$ cat config.mk
export PLATFORM = sky130hd
export DESIGN_NAME = clk_reset_gen
export DESIGN_NICKNAME = d
export VERILOG_FILES = /design/src/rtl/clk_reset_gen.sv
export SDC_FILE = /design/constraint.sdc
export NUM_CORES = 1
export LEC_CHECK = 0
export CORE_UTILIZATION = 54
export DETAILED_ROUTE_END_ITERATION = 8
export PLACE_DENSITY = 0.83
export SLEW_MARGIN = 20
export SYNTH_ARGS = -nofsm -noshare
export SYNTH_HDL_FRONTEND = slang
export SYNTH_SLANG_ARGS = --single-unit
$ cat constraint.sdc
create_clock -name clock -period 5.05 [get_ports clock]
set_input_delay 0.7575 -clock clock [delete_from_list [all_inputs] [get_ports clock]]
set_output_delay 0.7575 -clock clock [all_outputs]
set_load 0.03 [all_outputs]
$ cat src/rtl/clk_reset_gen.sv
// Clock/reset stage: selectable divider, synchronised reset release
// and a ready flag ahead of the processor wrapper.
// Ports: clock/reset in; div_req/div_sel request a new ratio;
// imem/dmem/processor/regfile clocks, proc_reset, ready, div_ack,
// proc_edge and cur_sel out.
module clk_reset_gen #(
  parameter logic [1:0] DIV_SEL_RST = 2'd1,
  parameter int         RST_HOLD    = 2
) (
  input  logic       clock,
  input  logic       reset,
  input  logic       div_req,
  input  logic [1:0] div_sel,
  output logic       imem_clock,
  output logic       dmem_clock,
  output logic       processor_clock,
  output logic       regfile_clock,
  output logic       proc_reset,
  output logic       ready,
  output logic       div_ack,
  output logic       proc_edge,
  output logic [1:0] cur_sel
);

  typedef enum logic [1:0] {
    SYNC,
    HOLD,
    RUN
  } state_t;

  localparam int HW =
    (RST_HOLD < 1) ? 1 : $clog2(RST_HOLD + 1);
  localparam logic [HW-1:0] HOLD_MAX = HW'(RST_HOLD);

  state_t        state;
  logic [1:0]    sync;
  logic [3:0]    cnt;
  logic [3:0]    cnt_next;
  logic [3:0]    last;
  logic [3:0]    half;
  logic [4:0]    n_full;
  logic          slow_q;
  logic          wrap;
  logic [HW-1:0] hold_cnt;

  assign imem_clock      = clock;
  assign dmem_clock      = ~clock;
  assign processor_clock = ~slow_q;
  assign regfile_clock   = ~slow_q;

  always_comb begin
    n_full   = 5'd2 << cur_sel;
    last     = 4'(n_full - 5'd1);
    half     = n_full[4:1];
    wrap     = (state != SYNC) && (cnt == last);
    cnt_next = cnt + 4'd1;
    if (state == SYNC || wrap)
      cnt_next = 4'd0;
  end

  always_ff @(posedge clock or negedge reset) begin
    if (!reset) begin
      state      <= SYNC;
      sync       <= 2'b00;
      cnt        <= 4'd0;
      slow_q     <= 1'b0;
      cur_sel    <= DIV_SEL_RST;
      proc_reset <= 1'b1;
      ready      <= 1'b0;
      div_ack    <= 1'b0;
      proc_edge  <= 1'b0;
      hold_cnt   <= '0;
    end else begin
      sync      <= {sync[0], 1'b1};
      cnt       <= cnt_next;
      // a wrap always lands on cnt 0, so the
      // select swap never shortens a phase
      slow_q    <= (cnt_next >= half);
      proc_edge <= wrap;
      div_ack   <= 1'b0;
      unique case (state)
        SYNC: begin
          if (sync == 2'b01)
            state <= HOLD;
        end
        HOLD: begin
          if (wrap && hold_cnt != HOLD_MAX)
            hold_cnt <= hold_cnt + 1'b1;
          // leave on a processor falling edge
          if (hold_cnt == HOLD_MAX &&
              cnt_next == half) begin
            state      <= RUN;
            proc_reset <= 1'b0;
            ready      <= 1'b1;
          end
        end
        RUN: begin
          if (wrap && div_req) begin
            cur_sel <= div_sel;
            div_ack <= 1'b1;
          end
        end
        default: state <= SYNC;
      endcase
    end
  end

endmodule
==> results.ini <==
[clock_network]
cts_resized = 0
cts_setup_buffers = 0
clock_latency_ns = 0.40
hold_buffers = 0
clk_transition_reported_paths_ns = 0.10
tritoncts = built

[floorplanning]
die_y_um = 42.0
coreArea_um2 = 1510
die_w_um = 42.0
die_area_um2 = 1760
num_rows = 14
initial_core_util_pct = 57.3
ios = 15

[place]
detailed_place_hpwl_mm = 1.07
io_buffers = 14
gp_congestion = 0.727

[setup_path]
rr_startpoint = cur_sel[0]$_DFFE_PN1P_
r2r-end = state[1]$_DFFE_PN0P_
critPathLaunchType = clock port
end_kind = primary output
worstPathArrival_ns = 3.65
worstSetupPathType = clock port to primary output
crit_fanout = 9
reg2reg_depth = 9
required_ns = 4.29
rrSetupSlack_ns = 2.40

[min_path]
hp-class = register to register
hold_start = sync[0]$_DFF_PN0_
min_path_cells = 0
hold_path_end = sync[1]$_DFF_PN0_

[layout]
nFillCells = 118
antenna_cells = 0
register_area_um2 = 428
drive_gt1_share_pct = 14.9
post-route-util_pct = 70.2
nets = 106
multi_input_area_um2 = 390
syn_to_final_growth_pct = 22.5

[route]
first_pass_iters = 5
antenna_left = 0
drc_errors = 1
wl_per_cell_um = 13.4
drt-initial-drc-count = 10
vias_per_cell = 5.44
vias = 598
drt-total-wl_mm = 1.48

[sta]
finClkSkew_ns = 0.00457
max_slew_margin_pct = 50.9
rsz0062_at_grt = no
finalSetupViolCount = 0
worst_pin_slew_ns = 0.735
hold_violations = 0
setup_tns_ns = 0
slew_violations = 0

[synth]
synth_cells = 75
ys_warn_count = 0
syn_avg_cell_area_um2 = 11.5
synth_nets = 86
synth_seq_cells = 17
synth_top_area_share_pct = 43.5
synthDistinctLibCells = 31
yosysTopAreaCell = dfrtp_1
synth_area_leaders = dfrtp_1 (43%), ha_1 (8.7%), dfstp_2 (6.1%)
syn_area_um2 = 863
seq_area_frac_synth_pct = 49.6

[status]
violations = DRC
status = complete, but fails checks

[grt]
gr-usage-all-layers_pct = 19.7
first_global_vias = 628
grt_start_max_net_pins = 18
grt-ovfl-total = 0
grt_pass1_wl_mm = 2.46
antenna_found_initial = 0

[pwr]
ir_worst_vdd_mv = 0.465
power_density_nw_per_um2 = 668
leakagePower_nw = 0.489

[flow_run]
maxCapViolations = 0

[cell type report]
| class | instances | share of cell area (%) |
|---|---|---|
| repair buffers | 12 | 11.4 |
| flip-flops and latches | 17 | 40.5 |
| inverters | 7 | 2.49 |
| well taps | 16 | 1.89 |
| clock inverters | 2 | 0.710 |
| clock buffers | 8 | 6.15 |
| multi-input cells | 48 | 36.9 |
[flip-flops by register name, summed over array words and instances (netlist names)]
register and cells:
cnt 4, cur_sel 2, div_ack 1, hold_cnt 2, proc_edge 1, proc_reset 1
ready 1, slow_q 1, state 2, sync 2
[critical path: stages]
cell             delay, ns
clkbuf_4              0.11
clkbuf_4              0.13
clkbuf_4              0.17
inv_1                 0.06
clkdlybuf4s50_1       0.66
[metrics by stage]
step,cell area [um2],hold WS [ns],power (W),cells,setup WS [ns]
after floorplan,863,0.346,0.000498,75,1.58
after global placement,1010,0.358,0.000587,103,1.09
after detailed placement,1010,0.364,0.000601,103,1.09
after CTS,1060,0.387,0.000713,110,0.630
after global routing,1060,0.397,0.000751,110,0.601
final,1060,0.387,0.000706,110,0.639
[routing by layer]
layer  track usage (%)  routed length (um)
met2              30.9                 717
met4              17.4                  41
met3              4.31                  37
met5                 0                   0
met1              22.4                 679
[how the worst max path moves through the flow]
stage	from	endpoint	cells after the start
3_5_place_dp	clock	dmem_clock	2
5_1_grt	clock	dmem_clock	5
3_3_place_gp	clock	dmem_clock	2
6_report	clock	dmem_clock	5
2_1_floorplan	clock	dmem_clock	1
4_1_cts	clock	dmem_clock	5
[cells in the final DEF, fill, tap and decap left out, types with 2 or more instances in the layout]
cell and n:
nand2_1 3, a21oi_1 2, xnor2_1 2, ha_1 6, dfrtp_1 15, mux2_1 2, nand3_1 3, dfstp_2 2
inv_1 8, nand2b_1 2, clkbuf_4 6, a21o_1 3, clkdlybuf4s50_1 14, nor3_1 3, nor3b_1 2, nor2_1 3
o21ai_0 2
[power breakdown]
group          internal (W)  switching (W)  total, W
clock             0.0000831      0.0000929  0.000176
combinational      0.000146       0.000160  0.000306
sequential         0.000182      0.0000423  0.000224
total              0.000411       0.000296  0.000706
[synthesized netlist by cell type]
| cell type | number |
|---|---|
| dfrtp_1 | 15 |
| inv_1 | 8 |
| ha_1 | 6 |
| a21o_1 | 3 |
| nand2_1 | 3 |
| nand3_1 | 3 |
| nor2_1 | 3 |
| nor3_1 | 3 |
| a21oi_1 | 2 |
| buf_4 | 2 |
| dfstp_2 | 2 |
| mux2_1 | 2 |
| nand2b_1 | 2 |
| nor3b_1 | 2 |
| o21ai_0 | 2 |
| xnor2_1 | 2 |
| a2111oi_4 | 1 |
| a211o_2 | 1 |
| and2_1 | 1 |
| and3_1 | 1 |
| and4_2 | 1 |
| and4bb_1 | 1 |
| conb_1 | 1 |
| mux2i_1 | 1 |
| nand3b_1 | 1 |
| nor2b_1 | 1 |
| nor4b_2 | 1 |
| o31ai_2 | 1 |
| or2b_1 | 1 |
| or2b_2 | 1 |
| xor2_1 | 1 |
[cell families after synthesis]
logic type                 count (synthesis)  share of synthesized area, %
other                                      1                         0.434
xor gates and xnor gates                   3                          3.04
DFF                                       17                          49.6
muxes                                      3                          3.77
AOI/OAI and AO/OA                         10                          10.7
and+or+nand+nor                           25                          18.6
buffers and inverters                     10                          5.22
adders and majority gates                  6                          8.70
No activity file was read; power rests on OpenSTA's default activity.
